===== src/rtl/d_cache_writeback_if.sv =====
// Signal bundle between the writeback engine, its requester, the data RAM read port and memory.
// The engine side uses the master modport; the cache/memory side uses the slave modport.
interface d_cache_writeback_if #(
    parameter int unsigned ADDR_W   = 32,
    parameter int unsigned INDEX_W  = 4,
    parameter int unsigned OFFSET_W = 2,
    parameter int unsigned TAG_W    = ADDR_W - INDEX_W - OFFSET_W - 3
);
    logic                        wb_req;
    logic [INDEX_W-1:0]          wb_idx;
    logic [TAG_W-1:0]            wb_tag;
    logic                        wb_busy;
    logic                        wb_done;
    logic                        wb_err;

    logic                        ram_sel;
    logic [INDEX_W+OFFSET_W-1:0] ram_addr;
    logic [63:0]                 ram_data;

    logic                        mem_aw_valid;
    logic                        mem_aw_ready;
    logic [ADDR_W-1:0]           mem_aw_addr;
    logic [7:0]                  mem_aw_len;
    logic                        mem_w_valid;
    logic                        mem_w_ready;
    logic [63:0]                 mem_w_data;
    logic [7:0]                  mem_w_strb;
    logic                        mem_w_last;
    logic                        mem_b_valid;
    logic                        mem_b_ready;
    logic [1:0]                  mem_b_resp;

    modport master (
        input  wb_req, wb_idx, wb_tag,
        output wb_busy, wb_done, wb_err,
        output ram_sel, ram_addr,
        input  ram_data,
        output mem_aw_valid, mem_aw_addr, mem_aw_len,
        input  mem_aw_ready,
        output mem_w_valid, mem_w_data, mem_w_strb, mem_w_last,
        input  mem_w_ready,
        input  mem_b_valid, mem_b_resp,
        output mem_b_ready
    );

    modport slave (
        output wb_req, wb_idx, wb_tag,
        input  wb_busy, wb_done, wb_err,
        input  ram_sel, ram_addr,
        output ram_data,
        input  mem_aw_valid, mem_aw_addr, mem_aw_len,
        output mem_aw_ready,
        input  mem_w_valid, mem_w_data, mem_w_strb, mem_w_last,
        output mem_w_ready,
        output mem_b_valid, mem_b_resp,
        input  mem_b_ready
    );
endinterface


===== src/rtl/d_cache_writeback.sv =====
// Dirty-line writeback engine: reads a victim line from the d-cache data RAM into a local
// buffer, then sends it to memory as one address phase, a fixed burst and a write response.
module d_cache_writeback #(
    parameter int unsigned ADDR_W   = 32,
    parameter int unsigned INDEX_W  = 4,
    parameter int unsigned OFFSET_W = 2,
    parameter int unsigned TAG_W    = ADDR_W - INDEX_W - OFFSET_W - 3
) (
    input  logic                 clk,
    input  logic                 rst,
    d_cache_writeback_if.master  bus
);
    localparam int unsigned LINE_WORDS = 1 << OFFSET_W;
    localparam int unsigned CNT_W      = OFFSET_W + 1;
    localparam int unsigned RAM_AW     = INDEX_W + OFFSET_W;
    localparam int unsigned LOW_W      = OFFSET_W + 3;

    typedef enum logic [2:0] {
        IDLE = 3'd0,
        READ = 3'd1,
        AW   = 3'd2,
        W    = 3'd3,
        B    = 3'd4,
        DONE = 3'd5
    } state_e;

    state_e              state_q, state_d;
    logic [INDEX_W-1:0]  idx_q, idx_d;
    logic [CNT_W-1:0]    rd_cnt_q, rd_cnt_d;
    logic [OFFSET_W-1:0] beat_q, beat_d;
    logic [63:0]         line_q [LINE_WORDS];
    logic [63:0]         line_d [LINE_WORDS];
    logic                err_q, err_d;
    logic [ADDR_W-1:0]   aw_addr_q, aw_addr_d;
    logic [RAM_AW-1:0]   ram_addr_q, ram_addr_d;

    logic                busy_q, busy_d;
    logic                done_q, done_d;
    logic                wb_err_q, wb_err_d;
    logic                ram_sel_q, ram_sel_d;
    logic                aw_valid_q, aw_valid_d;
    logic                w_valid_q, w_valid_d;
    logic                w_last_q, w_last_d;
    logic [63:0]         w_data_q, w_data_d;
    logic                b_ready_q, b_ready_d;

    // State and registered outputs
    always_ff @(posedge clk) begin
        if (rst) begin
            state_q    <= IDLE;
            idx_q      <= '0;
            rd_cnt_q   <= '0;
            beat_q     <= '0;
            err_q      <= 1'b0;
            aw_addr_q  <= '0;
            ram_addr_q <= '0;
            for (int unsigned i = 0; i < LINE_WORDS; i++) begin
                line_q[i] <= '0;
            end
            busy_q     <= 1'b0;
            done_q     <= 1'b0;
            wb_err_q   <= 1'b0;
            ram_sel_q  <= 1'b0;
            aw_valid_q <= 1'b0;
            w_valid_q  <= 1'b0;
            w_last_q   <= 1'b0;
            w_data_q   <= '0;
            b_ready_q  <= 1'b0;
        end else begin
            state_q    <= state_d;
            idx_q      <= idx_d;
            rd_cnt_q   <= rd_cnt_d;
            beat_q     <= beat_d;
            err_q      <= err_d;
            aw_addr_q  <= aw_addr_d;
            ram_addr_q <= ram_addr_d;
            line_q     <= line_d;
            busy_q     <= busy_d;
            done_q     <= done_d;
            wb_err_q   <= wb_err_d;
            ram_sel_q  <= ram_sel_d;
            aw_valid_q <= aw_valid_d;
            w_valid_q  <= w_valid_d;
            w_last_q   <= w_last_d;
            w_data_q   <= w_data_d;
            b_ready_q  <= b_ready_d;
        end
    end

    // Next state; outputs are derived from the next state so they are registered yet aligned
    always_comb begin
        state_d    = state_q;
        idx_d      = idx_q;
        rd_cnt_d   = rd_cnt_q;
        beat_d     = beat_q;
        err_d      = err_q;
        aw_addr_d  = aw_addr_q;
        ram_addr_d = ram_addr_q;
        line_d     = line_q;

        unique case (state_q)
            IDLE: begin
                if (bus.wb_req) begin
                    state_d    = READ;
                    idx_d      = bus.wb_idx;
                    rd_cnt_d   = '0;
                    err_d      = 1'b0;
                    aw_addr_d  = {bus.wb_tag, bus.wb_idx, LOW_W'(0)};
                    ram_addr_d = {bus.wb_idx, OFFSET_W'(0)};
                end
            end
            READ: begin
                // RAM data lags the address by one cycle, so capture trails the counter
                if (rd_cnt_q != '0) begin
                    line_d[OFFSET_W'(rd_cnt_q - CNT_W'(1))] = bus.ram_data;
                end
                if (rd_cnt_q == CNT_W'(LINE_WORDS)) begin
                    state_d = AW;
                end else begin
                    rd_cnt_d   = rd_cnt_q + CNT_W'(1);
                    ram_addr_d = {idx_q, OFFSET_W'(rd_cnt_q + CNT_W'(1))};
                end
            end
            AW: begin
                if (bus.mem_aw_ready) begin
                    state_d = W;
                    beat_d  = '0;
                end
            end
            W: begin
                if (bus.mem_w_ready) begin
                    if (beat_q == OFFSET_W'(LINE_WORDS - 1)) begin
                        state_d = B;
                    end else begin
                        beat_d = beat_q + OFFSET_W'(1);
                    end
                end
            end
            B: begin
                if (bus.mem_b_valid) begin
                    err_d   = (bus.mem_b_resp != 2'b00);
                    state_d = DONE;
                end
            end
            DONE: begin
                state_d = IDLE;
            end
            default: begin
                state_d = IDLE;
            end
        endcase

        busy_d     = (state_d != IDLE);
        done_d     = (state_d == DONE);
        wb_err_d   = (state_d == DONE) && err_d;
        ram_sel_d  = (state_d == READ);
        aw_valid_d = (state_d == AW);
        w_valid_d  = (state_d == W);
        w_last_d   = (state_d == W) && (beat_d == OFFSET_W'(LINE_WORDS - 1));
        w_data_d   = line_q[beat_d];
        b_ready_d  = (state_d == B);
    end

    assign bus.wb_busy      = busy_q;
    assign bus.wb_done      = done_q;
    assign bus.wb_err       = wb_err_q;
    assign bus.ram_sel      = ram_sel_q;
    assign bus.ram_addr     = ram_addr_q;
    assign bus.mem_aw_valid = aw_valid_q;
    assign bus.mem_aw_addr  = aw_addr_q;
    assign bus.mem_aw_len   = 8'(LINE_WORDS - 1);
    assign bus.mem_w_valid  = w_valid_q;
    assign bus.mem_w_data   = w_data_q;
    assign bus.mem_w_strb   = 8'hFF;
    assign bus.mem_w_last   = w_last_q;
    assign bus.mem_b_ready  = b_ready_q;
endmodule

===== src/flat_wrapper.sv =====
// flat-port wrapper written by rule: the top's interface ports become plain ports
module d_cache_writeback_flat 
#(
    parameter int unsigned ADDR_W   = 32,
    parameter int unsigned INDEX_W  = 4,
    parameter int unsigned OFFSET_W = 2,
    parameter int unsigned TAG_W    = ADDR_W - INDEX_W - OFFSET_W - 3
)
  (clk, rst, bus_wb_req, bus_wb_idx, bus_wb_tag, bus_wb_busy, bus_wb_done, bus_wb_err, bus_ram_sel, bus_ram_addr, bus_ram_data, bus_mem_aw_valid, bus_mem_aw_addr, bus_mem_aw_len, bus_mem_aw_ready, bus_mem_w_valid, bus_mem_w_data, bus_mem_w_strb, bus_mem_w_last, bus_mem_w_ready, bus_mem_b_valid, bus_mem_b_resp, bus_mem_b_ready);
  d_cache_writeback_if #(.ADDR_W(ADDR_W), .INDEX_W(INDEX_W), .OFFSET_W(OFFSET_W), .TAG_W(TAG_W)) bus_i ();
  input  logic clk;
  input  logic rst;
  input wire logic [$bits(bus_i.wb_req)-1:0] bus_wb_req;
  input wire logic [$bits(bus_i.wb_idx)-1:0] bus_wb_idx;
  input wire logic [$bits(bus_i.wb_tag)-1:0] bus_wb_tag;
  output wire logic [$bits(bus_i.wb_busy)-1:0] bus_wb_busy;
  output wire logic [$bits(bus_i.wb_done)-1:0] bus_wb_done;
  output wire logic [$bits(bus_i.wb_err)-1:0] bus_wb_err;
  output wire logic [$bits(bus_i.ram_sel)-1:0] bus_ram_sel;
  output wire logic [$bits(bus_i.ram_addr)-1:0] bus_ram_addr;
  input wire logic [$bits(bus_i.ram_data)-1:0] bus_ram_data;
  output wire logic [$bits(bus_i.mem_aw_valid)-1:0] bus_mem_aw_valid;
  output wire logic [$bits(bus_i.mem_aw_addr)-1:0] bus_mem_aw_addr;
  output wire logic [$bits(bus_i.mem_aw_len)-1:0] bus_mem_aw_len;
  input wire logic [$bits(bus_i.mem_aw_ready)-1:0] bus_mem_aw_ready;
  output wire logic [$bits(bus_i.mem_w_valid)-1:0] bus_mem_w_valid;
  output wire logic [$bits(bus_i.mem_w_data)-1:0] bus_mem_w_data;
  output wire logic [$bits(bus_i.mem_w_strb)-1:0] bus_mem_w_strb;
  output wire logic [$bits(bus_i.mem_w_last)-1:0] bus_mem_w_last;
  input wire logic [$bits(bus_i.mem_w_ready)-1:0] bus_mem_w_ready;
  input wire logic [$bits(bus_i.mem_b_valid)-1:0] bus_mem_b_valid;
  input wire logic [$bits(bus_i.mem_b_resp)-1:0] bus_mem_b_resp;
  output wire logic [$bits(bus_i.mem_b_ready)-1:0] bus_mem_b_ready;
  assign bus_i.wb_req = bus_wb_req;
  assign bus_i.wb_idx = bus_wb_idx;
  assign bus_i.wb_tag = bus_wb_tag;
  assign bus_wb_busy = bus_i.wb_busy;
  assign bus_wb_done = bus_i.wb_done;
  assign bus_wb_err = bus_i.wb_err;
  assign bus_ram_sel = bus_i.ram_sel;
  assign bus_ram_addr = bus_i.ram_addr;
  assign bus_i.ram_data = bus_ram_data;
  assign bus_mem_aw_valid = bus_i.mem_aw_valid;
  assign bus_mem_aw_addr = bus_i.mem_aw_addr;
  assign bus_mem_aw_len = bus_i.mem_aw_len;
  assign bus_i.mem_aw_ready = bus_mem_aw_ready;
  assign bus_mem_w_valid = bus_i.mem_w_valid;
  assign bus_mem_w_data = bus_i.mem_w_data;
  assign bus_mem_w_strb = bus_i.mem_w_strb;
  assign bus_mem_w_last = bus_i.mem_w_last;
  assign bus_i.mem_w_ready = bus_mem_w_ready;
  assign bus_i.mem_b_valid = bus_mem_b_valid;
  assign bus_i.mem_b_resp = bus_mem_b_resp;
  assign bus_mem_b_ready = bus_i.mem_b_ready;
  d_cache_writeback #(.ADDR_W(ADDR_W), .INDEX_W(INDEX_W), .OFFSET_W(OFFSET_W), .TAG_W(TAG_W)) u_core (.clk(clk), .rst(rst), .bus(bus_i));
endmodule

===== config.mk =====
export PLATFORM = sky130hd
export DESIGN_NAME = d_cache_writeback_flat
export DESIGN_NICKNAME = d
export VERILOG_FILES = /design/src/rtl/d_cache_writeback_if.sv /design/src/rtl/d_cache_writeback.sv /design/src/flat_wrapper.sv
export SDC_FILE = /design/constraint.sdc
export NUM_CORES = 1
export LEC_CHECK = 0
export ABC_AREA = 1
export CAP_MARGIN = 20
export CORE_ASPECT_RATIO = 0.6
export CORE_MARGIN = 1.5
export CORE_UTILIZATION = 54
export CTS_CLUSTER_SIZE = 30
export DETAILED_ROUTE_END_ITERATION = 12
export GPL_ROUTABILITY_DRIVEN = 1
export GPL_TIMING_DRIVEN = 0
export PLACE_DENSITY = 0.83
export SYNTH_ARGS = -nofsm -noshare
export SYNTH_HDL_FRONTEND = slang
export SYNTH_SLANG_ARGS = --single-unit

===== constraint.sdc =====
create_clock -name clk -period 1.8 [get_ports clk]
set_input_delay 0.27 -clock clk [delete_from_list [all_inputs] [get_ports clk]]
set_output_delay 0.27 -clock clk [all_outputs]
set_load 0.02 [all_outputs]

==> results of run 1 <==
[power by group through the flow]
stage          clock network, uW  logic (uW)  registers, uW
2_1_floorplan                  0         554           8640
3_3_place_gp                   0        1280           8530
3_5_place_dp                   0        1310           8540
4_1_cts                     7480        1330           8360
5_1_grt                     7820        1510           8370
6_report                    7480        1400           8360
[critical path: stages (launching register included)]
cell and delay (ps):
dfxtp_1 350, inv_2 130, nand2_1 120, nor2_1 140, nand2_2 120, nand2_4 130
clkbuf_2 330, nand2_1 130, nand3_1 120, a21oi_1 80
[stage by stage]
stage / utilization (%) / setup TNS (ps) / cells
after floorplan: - / 0 / 1988
after global placement: 64.95 / -126720 / 2550
after detailed placement: 64.95 / -142170 / 2550
after CTS: 70.20 / 0 / 2616
after global routing: 71.73 / -763.1 / 2628
final: 71.73 / -32.58 / 2628
[cell usage after synthesis, drive strengths merged]
library cell / number / area share (%)
nor2: 78 / 2.0
nor3: 1 / 0.034
nand4: 3 / 0.13
buf: 82 / 3.2
nor3b: 1 / 0.051
clkbuf: 98 / 2.5
dfxtp: 368 / 50
a41oi: 1 / 0.059
inv: 282 / 7.2
a21oi: 325 / 11
conb: 2 / 0.051
o22ai: 1 / 0.043
nand3b: 2 / 0.10
o21ai: 295 / 10
a22oi: 1 / 0.051
nand3: 263 / 9.0
nand2: 161 / 4.1
ha: 5 / 0.42
[flip-flops by register name, indices dropped and copies added (netlist names), 2 cells and up]
signal / flops
u_core.line_q: 256
u_core.bus.mem_w_data: 64
u_core.bus.mem_aw_addr: 24
u_core.bus.ram_addr: 6
u_core.idx_q: 3
u_core.state_q: 3
u_core.beat_q: 2
[cells by family (layout without fill, tap and decap cells)]
group | count (synthesis) | count (layout) | share of synthesized area [%]
compound gates | 623 | 623 | 21.25
fa+ha+maj | 5 | 5 | 0.4248
buf+inv | 462 | 742 | 12.85
flops | 368 | 368 | 50.02
other cells | 2 | 21 | 0.05099
simple gates | 509 | 509 | 15.41
[worst max-delay path by stage]
stage	slack, ps	to
6_report	-10	u_core.bus.mem_w_data[63]
5_1_grt	-50	u_core.bus.mem_w_data[42]
4_1_cts	0.3	bus_mem_aw_addr[5]
3_5_place_dp	-790	u_core.bus.mem_w_data[33]
3_3_place_gp	-760	u_core.bus.mem_w_data[32]
2_1_floorplan	210	u_core.line_q[41]
[per-layer routing]
layer,wire length (um),track usage [%],up-vias
met4,1238,10.17,0
met3,6101,7.731,124
met2,19920,47.45,944
met5,0,0,-
li1,-,-,6951
met1,20460,46.21,6883
[area by class of cell]
type                    count  area [um2]
flip-flops and latches    368        7375
inverters                 282        1064
clock inverters             7       63.81
clock buffers              55        1084
repair buffers            219        2195
fillers                  2006        7517
multi-input cells        1158        5674
well taps                 360       450.4
plain buffers             179        1169
[repair_timing]
| item | CTS | global route |
|---|---|---|
| pin swaps | 3 | 3 |
| setup buffers | 4 | 12 |
| endpoints found under the setup margin | 336 | 323 |
| resized for setup | 111 | 173 |
| gates cloned | 0 | 1 |
==> metrics, run 1 <==
Skew-Pair Late Insertion Delay 530 ps; f_max about 0.55 GHz; Chip Width 216.2 um; pwr dens roughly 900 nW/um2; Pwr Total 17240 uW; CTS tree yes; sequential-to-total area share from yosys stat between 50% and 60%; status finished with violations; Comb pwr share 8.1%; Worst R2R Setup Slack -10 ps; critical path class reg -> reg; commonest cells after routing, fill and taps aside dfxtp_1, a21oi_1, inv_1; failing checks negative setup slack; arrival time at the worst endpoint between 2000 and 2500 ps; Wirelength per Cell 18.16 um; WHS Endpoint u_core.bus.mem_aw_addr[19]; final hold slack 315.6 ps; clock slew at reported path FFs ~70 ps; pin count of the biggest net entering global routing 15; drt total wl roughly 48000 um; unrepaired setup endpoints after global routing yes; Die Span Y roughly 130 um; IO buf count 202; internal power 13160 uW; vias in the first global route approximately 14000; diodes inserted 0; Max Slew Vio Count 0; area delta synth->final 29.50%; endpoints failing hold 0; post-cts hold buffer count 0; starting density of the core 55.39%; maxcap violations 0; H-tree levels 2; worst slack at placement -792.6 ps; reg2reg start u_core.state_q[2]; CTS sink count 368; clock skew approximately 14 ps; Clock power frac 43.4%; Overflow after GRT 0; relative slew slack 41.15%; post-route setup slack -12.41 ps; post-route cell area between 15000 and 20000 um2; post-route ant nets 0; hold depth 3; syn avg cell area 7.480 um2; synthesized flop and latch total 368; Critical Path Start Type register; final net count around 2300; Via density 5.670; Hold Startpoint bus_wb_tag[10]; first-pass GRT wire length roughly 71000 um; cell area after synthesis 14730 um2; Area after DPL about 17000 um2; estimated wirelength of the detail-placed design 32500 um; Crit Path Max Fanout 10; drt first pass iters 8; die area between 20000 and 30000 um2; post-synthesis instance total between 1500 and 2000; Tcrit/Tclk final 100.7%; Peak supply drop 546.2 uV; CP Data Required Time 2180 ps; class of the worst hold path in -> reg; Lkg Pwr 0.007615 uW; Clock Tree Buf Depth 3; Initial DRC Count around 2500; R2R cell count 9; CTS root buffer clkbuf_16; CP startpoint u_core.state_q[2]; Critical R2R Capture u_core.bus.mem_w_data[63]; CTS Buf Count 35; switch share between 20% and 30%; IO Count 225; DRC Markers 0; Crit. End Element register; via count approximately 15000; FP Rows 46; initial antenna violation count 1; net switching power 4084 uW; min cycle time layout ~1800 ps; core area 26590 um2; sequential share of power between 40 and 50%; Synth cell types 25; worst slew pin tran about 880 ps; All-Layer GR Usage between 30 and 40%; GP Congestion 0.8954; final setup fails 5; most common cell after layout, fill and taps aside dfxtp_1; Synth Warn # 0; share of cells above drive strength 1 a little over a tenth
No activity file was read; power rests on OpenSTA's default activity.
==> inputs of run 2 (changes only) <==
Settings changed: HOLD_SLACK_MARGIN from default to 0.15.
==> results of run 2 <==
No change in the layout: final DEF, timing and power equal those of run 1.
